## config.mk

```make
export PLATFORM = sky130hd
export DESIGN_NAME = btb_update_queue
export DESIGN_NICKNAME = d
export VERILOG_FILES = /design/src/rtl/btb_update_queue_pkg.sv /design/src/rtl/btb_update_queue.sv
export SDC_FILE = /design/constraint.sdc
export NUM_CORES = 1
export LEC_CHECK = 0
export BUFFER_PORTS_ARGS = -buffer_cell sky130_fd_sc_hd__buf_2
export CORE_MARGIN = 2
export CORE_UTILIZATION = 36
export CTS_CLUSTER_SIZE = 40
export DETAILED_ROUTE_END_ITERATION = 10
export PLACE_DENSITY = 0.55
export SLEW_MARGIN = 20
export SYNTH_ARGS = -nofsm -noshare
export SYNTH_HDL_FRONTEND = slang
export SYNTH_SLANG_ARGS = --single-unit
```

## constraint.sdc

```tcl
create_clock -name clock -period 6.5 [get_ports clock]
set_input_delay 0.325 -clock clock [delete_from_list [all_inputs] [get_ports clock]]
set_output_delay 0.325 -clock clock [all_outputs]
set_load 0.02 [all_outputs]
```

## src/rtl/btb_update_queue_pkg.sv

```systemverilog
// Shared BTB header: geometry of the branch target buffer and the default depth
// of the update queue that feeds its single write port.
package btb_update_queue_pkg;

    localparam int NUM_BTB_ENTRIES     = 64;
    localparam int BTB_IDX             = $clog2(NUM_BTB_ENTRIES);
    localparam int BTB_TAG             = 8;
    localparam int BTB_DATA            = 32;
    localparam int UPDQ_DEPTH_DEFAULT  = 4;

    typedef logic [BTB_IDX-1:0]  btb_idx_t;
    typedef logic [BTB_TAG-1:0]  btb_tag_t;
    typedef logic [BTB_DATA-1:0] btb_data_t;

endpackage

```

## src/rtl/btb_update_queue.sv

```systemverilog
// Coalescing FIFO of BTB updates between branch resolution and the BTB write
// port; a later update to an already-queued set index replaces it in place.
module btb_update_queue
    import btb_update_queue_pkg::*;
#(
    parameter int UPDQ_DEPTH = UPDQ_DEPTH_DEFAULT
) (
    input  logic                          clock,
    input  logic                          reset,
    input  logic                          in_valid,
    input  logic [BTB_IDX-1:0]            in_idx,
    input  logic [BTB_TAG-1:0]            in_tag,
    input  logic [BTB_DATA-1:0]           in_data,
    output logic                          in_ready,
    input  logic                          drain_hold,
    output logic                          wr_en,
    output logic [BTB_IDX-1:0]            wr_idx,
    output logic [BTB_TAG-1:0]            wr_tag,
    output logic [BTB_DATA-1:0]           wr_data,
    output logic [$clog2(UPDQ_DEPTH):0]   count
);

    localparam int PTR_W = $clog2(UPDQ_DEPTH);
    localparam int CNT_W = PTR_W + 1;
    localparam logic [CNT_W-1:0] FULL_COUNT = CNT_W'(UPDQ_DEPTH);

    logic                valid_reg [UPDQ_DEPTH];
    logic [BTB_IDX-1:0]  idx_reg   [UPDQ_DEPTH];
    logic [BTB_TAG-1:0]  tag_reg   [UPDQ_DEPTH];
    logic [BTB_DATA-1:0] data_reg  [UPDQ_DEPTH];

    logic [PTR_W-1:0]    head_reg;
    logic [PTR_W-1:0]    tail_reg;
    logic [CNT_W-1:0]    count_reg;
    logic [CNT_W-1:0]    count_next;

    logic                not_empty;
    logic                pop;
    logic                accept;
    logic                coalesce;
    logic                push_new;
    logic [UPDQ_DEPTH-1:0] match_vec;

    assign not_empty = (count_reg != '0);
    assign in_ready  = (count_reg != FULL_COUNT);
    assign pop       = not_empty && !drain_hold && !reset;
    assign accept    = in_valid && in_ready;

    // The head leaving this cycle is excluded so a same-idx update is not lost
    // by merging into an entry that is already on its way out.
    generate
        for (genvar gi = 0; gi < UPDQ_DEPTH; gi++) begin : g_match
            assign match_vec[gi] = valid_reg[gi] && (idx_reg[gi] == in_idx)
                                   && !(pop && (head_reg == PTR_W'(gi)));
        end
    endgenerate

    assign coalesce   = accept && (|match_vec);
    assign push_new   = accept && !coalesce;
    assign count_next = count_reg + CNT_W'(push_new) - CNT_W'(pop);

    assign wr_en   = pop;
    assign wr_idx  = (not_empty && !reset) ? idx_reg[head_reg]  : '0;
    assign wr_tag  = (not_empty && !reset) ? tag_reg[head_reg]  : '0;
    assign wr_data = (not_empty && !reset) ? data_reg[head_reg] : '0;
    assign count   = count_reg;

    always_ff @(posedge clock) begin
        if (reset) begin
            head_reg  <= '0;
            tail_reg  <= '0;
            count_reg <= '0;
        end else begin
            if (pop)
                head_reg <= head_reg + PTR_W'(1);
            if (push_new)
                tail_reg <= tail_reg + PTR_W'(1);
            count_reg <= count_next;
        end
    end

    // Payload fields carry no reset; valid bits and count gate every use of them.
    always_ff @(posedge clock) begin
        for (int i = 0; i < UPDQ_DEPTH; i++) begin
            if (reset) begin
                valid_reg[i] <= 1'b0;
            end else if (push_new && (tail_reg == PTR_W'(i))) begin
                valid_reg[i] <= 1'b1;
                idx_reg[i]   <= in_idx;
                tag_reg[i]   <= in_tag;
                data_reg[i]  <= in_data;
            end else begin
                if (pop && (head_reg == PTR_W'(i)))
                    valid_reg[i] <= 1'b0;
                if (coalesce && match_vec[i]) begin
                    tag_reg[i]  <= in_tag;
                    data_reg[i] <= in_data;
                end
            end
        end
    end

endmodule
```

==> flow_summary.ini, run 1 <==
[status]
outcome = finished, final reports clean

[drt]
drt_first_iter_violations = 226
wl_um = 16600
drcViolationCount = 0
drt_pass1_iterations = 4
via_per_inst = 4.99
wire_per_inst_um = 20.6
via_count = 4028
antenna_left = 0

[power]
ir_worst_vdd_mv = 0.174
seqPwrFrac_pct = 46.3
internal_power_w = 0.00233
pwr-share-comb_pct = 21.9
sw_frac_of_total_pct = 29.8
power_density_mw_per_mm2 = 350
clock_power_share_pct = 31.8
p_switching_w = 0.000988
leakage_nw = 3.24

[setup_path]
worst-path-buf-inv = 3
required_ns = 6.82
worstSetupEndpointType = flop
arrival_ns = 3.62
slowest_delay_ns = 0.80
crit_fanout = 19
critPathTopFamily = simple AND/OR/NAND/NOR gates
cp.depth = 13
crit_chain = nor3_4, nor2_8, a211oi_2, nor4_4, inv_1, ha_1, inv_1, ha_1, inv_1, fa_1, xor2_1, xnor2_1, nor2_1
r2r_start = count[1]
startpoint_type = flop
r2r-end = count[2]
slowest_stage = nor4_4
ff2ff_path_depth = 13
worstSetupPathType = flop to flop
crit_top_cell = inv_1
r2r_slack_ns = 3.19

[sta]
fin_tns_setup_ns = 0
max-slew-margin-rel_pct = 41.2
timing.fmax_mhz = 302
finClkSkew_ns = 0.0161
period_minus_slack_ns = 3.31
setup_viol = 0
slew_viol_final = 0
timing.hold.ws_ns = 0.101
rsz0062_at_grt = false
tightest_slew_ns = 0.876
timing.final.crit_share_pct = 50.9
hold_viol = 0

[logic_synthesis]
syn_area_per_cell_um2 = 19.7
synth_top_area_share_pct = 70.0
syn-num-nets = 471
yosysMostFrequentCell = edfxtp_1
ys_async_sr_fraction_pct = 0
yosysTopAreaCell = edfxtp_1
yosysSeqAreaShare_pct = 72.2
ys_top_cells_by_area = edfxtp_1 (70%), mux4_2 (13%), nor2b_1 (3.6%), xnor2_1 (2.8%), dfxtp_1 (2.2%)
synth_cells = 410
synth_flop_cell = edfxtp_1
ys_types = 34
synth_common_cells = edfxtp_1 (188), nor2b_1 (47), mux4_2 (46), xnor2_1 (26), clkbuf_1 (12)
synth_edf_count = 188
synth-seq-cells = 197
yosysWarnings = 0
netlist_area_mm2 = 0.00806

[global_routing]
grt_max_degree = 47
overflow = 0
grt_pass1_vias = 4359
grtUsageTotal_pct = 14.5
grt_pass1_wl_um = 25400
antenna_found_initial = 4

[layout]
num-nets-final = 573
fillers = 1942
largest_reg_flops = 128
drive_gt1_share_pct = 38.1
area_delta_synth_final_pct = 17.7

[worst_hold_path]
whs_endpoint = data_reg[2][2]
whs_path_depth = 1
min_path_type = input port to flop
hold_path_startpoint = in_data[2]

[clocking]
cts.sinks = 197
cts.repair.resized = 0
cts_setup_buffers = 0
cts_max_level = 4
cts_tree = built
insertion_delay_ns = 0.43
cts_hold_buffers = 0
cts.reportedPaths.clkPinSlew_ns = 0.08
cts_buffers = 17
cts-root-buf = clkbuf_16
clk_path_buf_depth = 2

[place]
gp_congestion = 0.744
portBuffers = 100
place.detailed.hpwl_um = 10100

[floorplanning]
io_pins = 101
die_w_um = 154
die_h_um = 154
die_area_mm2 = 0.0236
std_cell_rows = 54
initial_core_util_pct = 36.8
core_mm2 = 0.0219

[run]
max_cap_viol_count = 0
==> power groups by stage <==
stage,combinational (W),clock (W),sequential [W]
6_report,0.000728,0.00106,0.00154
2_1_floorplan,0.000515,0,0.00154
5_1_grt,0.000792,0.00113,0.00155
3_5_place_dp,0.000712,0,0.00159
3_3_place_gp,0.000708,0,0.00159
4_1_cts,0.000716,0.00108,0.00157
==> cells by family (layout without fill, tap and decap cells) <==
logic type      after synthesis  in the layout  share of synthesized area [%]
compound gates               13             13                           1.58
xor+xnor                     27             27                           2.93
fa+ha+maj                    11             11                           1.80
buf+inv                      32            147                           1.75
flops                       197            197                           72.2
mux                          48             48                           13.2
other cells                   0              3                              0
simple gates                 82             82                           6.53
==> per-stage QoR <==
step	total power (W)	cell area (um^2)	instances	setup WS, ns	utilization, %
finish	0.00332	9490	808	3.19	43.4
global route	0.00347	9490	806	2.90	43.3
CTS	0.00337	9460	804	3.21	43.2
detailed placement	0.00231	8860	772	3.04	40.5
global placement	0.00230	8860	772	3.11	40.5
floorplan	0.00206	8060	410	3.39	-
==> worst register-to-register path, stage by stage, from the launching register on <==
cell and delay [ns]:
dfxtp_1 0.49, nor3_4 0.12, nor2_8 0.23, a211oi_2 0.14, nor4_4 0.81, inv_1 0.13
ha_1 0.30, inv_1 0.05, ha_1 0.12, inv_1 0.05, fa_1 0.41, xor2_1 0.17
xnor2_1 0.13, nor2_1 0.05
==> layout make-up <==
cell class                 instances  area [um^2]  share of cell area [%]
antenna                            3         7.51                  0.0791
timing repair buffer             107          566                    5.96
clock buffer                      17          425                    4.48
tap                              280          350                    3.69
multi-input combinational        181         2100                    22.1
sequential                       197         5830                    61.4
clock inverter                    15          180                    1.90
inverter                           8         30.0                   0.316
==> metal layers <==
| layer | wire length [um] | GRT usage, % | up-vias | share of wire, % |
|---|---|---|---|---|
| met1 | 7230 | 18.4 | 2078 | 43 |
| li1 | - | - | 1820 | - |
| met5 | 30 | 0 | - | 0.18 |
| met4 | 160 | 3.89 | 4 | 0.96 |
| met2 | 8220 | 24.0 | 108 | 49 |
| met3 | 985 | 4.68 | 18 | 5.9 |
==> cell usage in the layout (no fill, tap or decap), types with 2 or more instances in the layout <==
cell type   instances
a211oi_2            2
a221o_1             3
a32o_2              4
and3_1              9
buf_2             100
buf_4               6
clkbuf_16          17
clkinv_8            3
clkinvlp_4          2
dfxtp_1             7
diode_2             3
edfxtp_1          188
ha_1               10
inv_1               8
inv_6               5
inv_8               3
mux4_2             46
nand2_1             4
nand3_1             4
nand4_1             4
nor2_1              7
nor2b_1            47
xnor2_1            26
==> worst max-delay path by stage <==
stage,startpoint,endpoint,slack (ns)
final,count[1],count[2],3.19
after global routing,count[1],count[2],2.90
after CTS,count[1],count[2],3.21
after detailed placement,reset,count[2],3.04
after global placement,reset,count[2],3.11
after floorplan,count[1],data_reg[2][0],3.39
(Power assumes the default switching activity.)
==> inputs of run 2 (changes only) <==
--- a/config.mk
+++ b/config.mk
@@ -5,6 +5,7 @@
 export SDC_FILE = /design/constraint.sdc
 export NUM_CORES = 1
 export LEC_CHECK = 0
+export ABC_AREA = 1
 export BUFFER_PORTS_ARGS = -buffer_cell sky130_fd_sc_hd__buf_2
 export CORE_MARGIN = 2
 export CORE_UTILIZATION = 36
==> constraint.sdc (replaced) <==
create_clock -name clock -period 3.1 [get_ports clock]
set_input_delay 0.155 -clock clock [delete_from_list [all_inputs] [get_ports clock]]
set_output_delay 0.155 -clock clock [all_outputs]
set_load 0.02 [all_outputs]
==> run 2 against run 1 <==
  * Non-clock buffer count rose by 48
  * Utilization rose by 1.6 points
  * Hold slack got worse by 0.080 ns
  * Critical path depth rose by 3
  * Design area rose by 7.3%
  * Sequential power rose by 110%
  * Wire length rose by 16%
  * Final cell count rose by 45%
==> flow_summary.ini, run 2 <==
[status]
outcome = finished, final reports clean

[floorplanning]
die_h_um = 156
core_mm2 = 0.0226
io_pins = 101
die_w_um = 156
initial_core_util_pct = 36.7
die_area_mm2 = 0.0243
std_cell_rows = 55

[setup_path]
worstSetupEndpointType = flop
r2r_slack_ns = 0.66
arrival_ns = 2.86
required_ns = 3.46
worstSetupPathType = input port to flop
ff2ff_path_depth = 17
crit_fanout = 17
startpoint_type = input port

[layout]
antennaDiodeCount = 0
drive_gt1_share_pct = 18.0
largest_reg_flops = 128
mostFrequentLayoutCells = edfxtp_1 (188), nor2_1 (184), buf_2 (100), o21ai_0 (96), a21oi_1 (60)
num-nets-final = 937
area_delta_synth_final_pct = 22.6
fillers = 2108
final_area_mm2 = 0.0102
final_common_cell = edfxtp_1
post-route-util_pct = 45.0

[logic_synthesis]
ys_async_sr_fraction_pct = 0
syn-num-nets = 798
synth_flop_cell = edfxtp_1
ys_top_cells_by_area = edfxtp_1 (68%), nor2_1 (8.3%), o21ai_0 (5.8%), a21oi_1 (3.6%), nand2_1 (2.8%)
yosysWarnings = 0
synth_top_area_share_pct = 68.0
yosysTopAreaCell = edfxtp_1
synth_edf_count = 188
synth_cells = 737
syn_area_per_cell_um2 = 11.3
yosysSeqAreaShare_pct = 70.1
yosysMostFrequentCell = edfxtp_1
ys_types = 28
netlist_area_mm2 = 0.00831
synth-seq-cells = 197
synth_common_cells = edfxtp_1 (188), nor2_1 (184), o21ai_0 (96), nand2_1 (61), a21oi_1 (60)

[place]
portBuffers = 100
place.detailed.hpwl_um = 11400
placed_area_mm2 = 0.00920
gp_congestion = 0.816

[drt]
drt_first_iter_violations = 373
wl_um = 19200
via_count = 5611
drcViolationCount = 0
antenna_left = 0
via_per_inst = 4.78
drt_pass1_iterations = 5
wire_per_inst_um = 16.4

[worst_hold_path]
min_path_type = input port to flop
whs_path_depth = 1

[sta]
hold_viol = 0
fin_tns_setup_ns = 0
timing.hold.ws_ns = 0.0208
rsz0062_at_grt = false
max-slew-margin-rel_pct = 55.4
tightest_slew_ns = 0.669
timing.final.crit_share_pct = 80.7
finClkSkew_ns = 0.0131
setup_viol = 0
period_minus_slack_ns = 2.50
slew_viol_final = 0
timing.fmax_mhz = 400

[global_routing]
overflow = 0
grt_max_degree = 96
antenna_found_initial = 0
grtUsageTotal_pct = 16.5
grt_pass1_wl_um = 30300
grt_pass1_vias = 5581

[power]
ir_worst_vdd_mv = 0.402
leakage_nw = 3.93
power_density_mw_per_mm2 = 704

[clocking]
cts-root-buf = clkbuf_16
cts.sinks = 197
cts_setup_buffers = 0
cts.reportedPaths.clkPinSlew_ns = 0.07
cts_max_level = 4
cts_buffers = 17
clk_path_buf_depth = 2
insertion_delay_ns = 0.44
cts_tree = built

[run]
max_cap_viol_count = 0
run 2: logic make-up (layout without fill, tap and decap cells):
| kind of cell | Yosys count | in the layout | share of synthesized area [%] |
|---|---|---|---|
| AO/OA/AOI/OAI | 163 | 163 | 9.97 |
| buffers and inverters | 86 | 238 | 4.10 |
| adder cells (fa/ha/maj) | 11 | 11 | 1.75 |
| XOR/XNOR | 5 | 5 | 0.527 |
| AND/OR/NAND/NOR | 275 | 275 | 13.5 |
| flip-flops | 197 | 197 | 70.1 |
run 2: path summary, 6_finish.rpt:
path,start,to
hold / removal,in_idx[3],idx_reg[3][3]
setup reg to reg,count[1],count[2]
hold reg to reg,tail_reg[1],tail_reg[1]
setup / recovery,reset,count[2]
run 2: final cells by class:
type	count	area [um^2]	area share, %
timing repair buffer	155	1100	10.8
inverter	51	193	1.89
clock buffer	19	433	4.25
sequential	197	5830	57.2
clock inverter	13	124	1.22
multi-input combinational	454	2150	21.1
tap	285	357	3.50
run 2: timing repair:
item	CTS	global route
hold buffers	43	0
gates resized for setup	0	0
hold endpoints to repair	170	0
run 2: layer usage:
metal	wire [um]	up-vias	part of all wire (%)	track usage (%)
li1	-	2823	-	-
met1	8790	2640	46	21.5
met2	9150	129	48	27.3
met3	967	19	5.0	3.53
met4	308	0	1.6	5.55
met5	0	-	0	0
run 2: through the flow:
stage	worst slack, ns	instances	total power (W)
2_1_floorplan	0.337	737	0.00443
3_3_place_gp	0.727	1099	0.00511
3_5_place_dp	0.653	1099	0.00512
4_1_cts	0.590	1174	0.00727
5_1_grt	0.305	1174	0.00757
6_report	0.599	1174	0.00717
run 2: report_power, final:
part | leakage, nW | switching [W] | internal, W | total (W)
Sequential | 1.79 | 0.0000681 | 0.00311 | 0.00318
Combinational | 1.88 | 0.00130 | 0.000588 | 0.00188
Clock | 0.268 | 0.000980 | 0.00112 | 0.00210
run 2: worst max-delay path, cell delays in order:
cell,delay [ns]
dlygate4sd3_1,0.53
buf_2,0.15
inv_2,0.26
nand4_1,0.21
nand3_1,0.15
nand3_1,0.10
nor2_2,0.11
inv_1,0.05
ha_1,0.27
inv_1,0.06
ha_1,0.12
inv_1,0.05
fa_1,0.37
inv_1,0.07
o21ai_0,0.08
a21oi_1,0.12
==> inputs of run 3 (changes only) <==
--- a/config.mk
+++ b/config.mk
@@ -5,7 +5,7 @@
 export SDC_FILE = /design/constraint.sdc
 export NUM_CORES = 1
 export LEC_CHECK = 0
-export ABC_AREA = 1
+export ABC_AREA = 0
 export BUFFER_PORTS_ARGS = -buffer_cell sky130_fd_sc_hd__buf_2
 export CORE_MARGIN = 2
 export CORE_UTILIZATION = 36
==> constraint.sdc (replaced) <==
create_clock -name clock -period 2.4 [get_ports clock]
set_input_delay 0.12 -clock clock [delete_from_list [all_inputs] [get_ports clock]]
set_output_delay 0.12 -clock clock [all_outputs]
set_load 0.02 [all_outputs]
==> run 3 against run 2 <==
  * The flow now finishes with violations (setup timing)
  * Flip-flop and latch count unchanged
  * Sequential share of layout area decreased by 0.83 points
  * Clock power increased by 33%
  * Final cell count decreased by 25%
  * Hold slack improved by 0.021 ns
  * Wire length decreased by 12%
  * Critical path type is now flop to flop
==> flow_summary.ini, run 3 (synthesis results as in run 1) <==
[clocking]
cts.sinks = 197
cts_max_level = 4
cts.reportedPaths.clkPinSlew_ns = 0.07
cts_tree = built
insertion_delay_ns = 0.43
cts-root-buf = clkbuf_16
cts_buffers = 17
clk_path_buf_depth = 2

[run]
max_cap_viol_count = 0

[drt]
drt_first_iter_violations = 247
drt_pass1_iterations = 4
via_count = 4271
via_per_inst = 4.88
antenna_left = 0
wl_um = 16900
wire_per_inst_um = 19.3
drcViolationCount = 0

[power]
p_total_w = 0.00927
leakage_nw = 3.62
ir_worst_vdd_mv = 0.490
power_density_mw_per_mm2 = 896

[setup_path]
r2r-end = count[2]
r2r_start = idx_reg[1][5]
ff2ff_path_depth = 13
arrival_ns = 2.80
required_ns = 2.72
startpoint_type = flop
crit_fanout = 2
cp-startpoint = idx_reg[1][5]
worstSetupPathType = flop to flop
r2r_slack_ns = -0.08
worstSetupEndpointType = flop

[place]
place_ws_ns = -0.166
gp_congestion = 0.874
dp_cells = 795
place.detailed.hpwl_um = 10500
portBuffers = 100

[status]
violations = setup timing
outcome = finished with violations

[floorplanning]
io_pins = 101
die_h_um = 154
core_mm2 = 0.0219
initial_core_util_pct = 36.8
die_w_um = 154
std_cell_rows = 54
die_area_mm2 = 0.0236

[layout]
stdcell_count = 875
final_common_cell = edfxtp_1
fillers = 1950
area_delta_synth_final_pct = 28.4
drive_gt1_share_pct = 41.8
num-nets-final = 644
mostFrequentLayoutCells = edfxtp_1 (188), buf_2 (100), nor2b_1 (47), mux4_2 (46), dlygate4sd3_1 (44)
largest_reg_flops = 128
antennaDiodeCount = 0

[worst_hold_path]
whs_path_depth = 1
hold_path_startpoint = in_idx[5]
min_path_type = input port to flop
whs_endpoint = idx_reg[0][5]

[sta]
tightest_slew_ns = 0.604
hold_viol = 0
finClkSkew_ns = 0.0135
period_minus_slack_ns = 2.48
max-slew-margin-rel_pct = 59.7
setup_viol = 1
timing.hold.ws_ns = 0.0414
rsz0062_at_grt = true
fin_tns_setup_ns = -0.0753
fin_ws_ns = -0.0753
slew_viol_final = 0
timing.final.crit_share_pct = 103
timing.fmax_mhz = 404

[global_routing]
grt_pass1_wl_um = 26600
antenna_found_initial = 0
grt_pass1_vias = 4780
overflow = 0
grtUsageTotal_pct = 15.0
grt_max_degree = 47
==> run 3: changes by cell type in the layout (fill, tap and decap cells not counted), moves of 9 or more <==
cell,before,now
xnor2_1,5,20
nor2b_1,0,47
a21oi_1,60,0
inv_1,47,3
buf_4,6,25
nand3_1,17,4
nand2_1,56,3
mux4_2,0,46
and3_1,0,9
o21ai_0,96,0
nor2_1,184,7
==> run 3: power by group <==
group / leakage [nW] / internal (W) / switching [W]
Clock: 0.275 / 0.00155 / 0.00124
Sequential: 1.79 / 0.00401 / 0.000115
Combinational: 1.56 / 0.00107 / 0.00128
Total: 3.62 / 0.00663 / 0.00264
==> run 3: worst max-delay path, stage by stage, from the launching register on <==
cell      delay (ns)
edfxtp_1        0.43
xnor2_2         0.19
nand4_1         0.18
a211oi_4        0.32
nor4_4          0.09
inv_2           0.08
ha_4            0.19
inv_2           0.06
ha_4            0.11
inv_2           0.03
fa_2            0.33
xor2_1          0.17
xnor2_1         0.14
nor2_1          0.05
==> run 3: how the worst max path moves through the flow <==
stage | endpoint | slack, ns | cells past startpoint
floorplan | count[2] | -0.37 | 15
global placement | count[2] | -0.07 | 14
detailed placement | count[2] | -0.17 | 14
CTS | count[2] | -0.08 | 14
global route | count[2] | -0.17 | 13
finish | count[2] | -0.08 | 13
==> run 3: cell type report <==
type                    count  area (um^2)  area share (%)
clock inverters            13          148            1.43
repair buffers            178         1300            12.6
flip-flops and latches    197         5840            56.4
well taps                 280          350            3.38
inverters                   8         30.0           0.290
multi-input cells         181         2260            21.8
clock buffers              18          429            4.14
==> run 3: what timing repair did <==
action,in CTS,in global routing
endpoints found under the hold margin,169,0
setup endpoints to repair,2,5
buffers inserted,1,4
gates resized for setup,8,8
hold buffers,44,0
pin swaps,9,4
==> run 3: metrics by stage <==
stage                     util (%)  area (um^2)
final                         47.3        10400
after global placement        42.0         9200
after CTS                     46.9        10300
after global routing          47.3        10400
after detailed placement      42.0         9200
after floorplan                  -         8130
==> run 3: metal layers <==
layer	vias up	routed length (um)	share of wire [%]	global-route usage, %
li1	1956	-	-	-
met1	2203	7310	43	19.0
met2	100	8670	51	25.4
met3	12	782	4.6	4.23
met4	0	174	1.0	4.06
met5	-	0	0	0
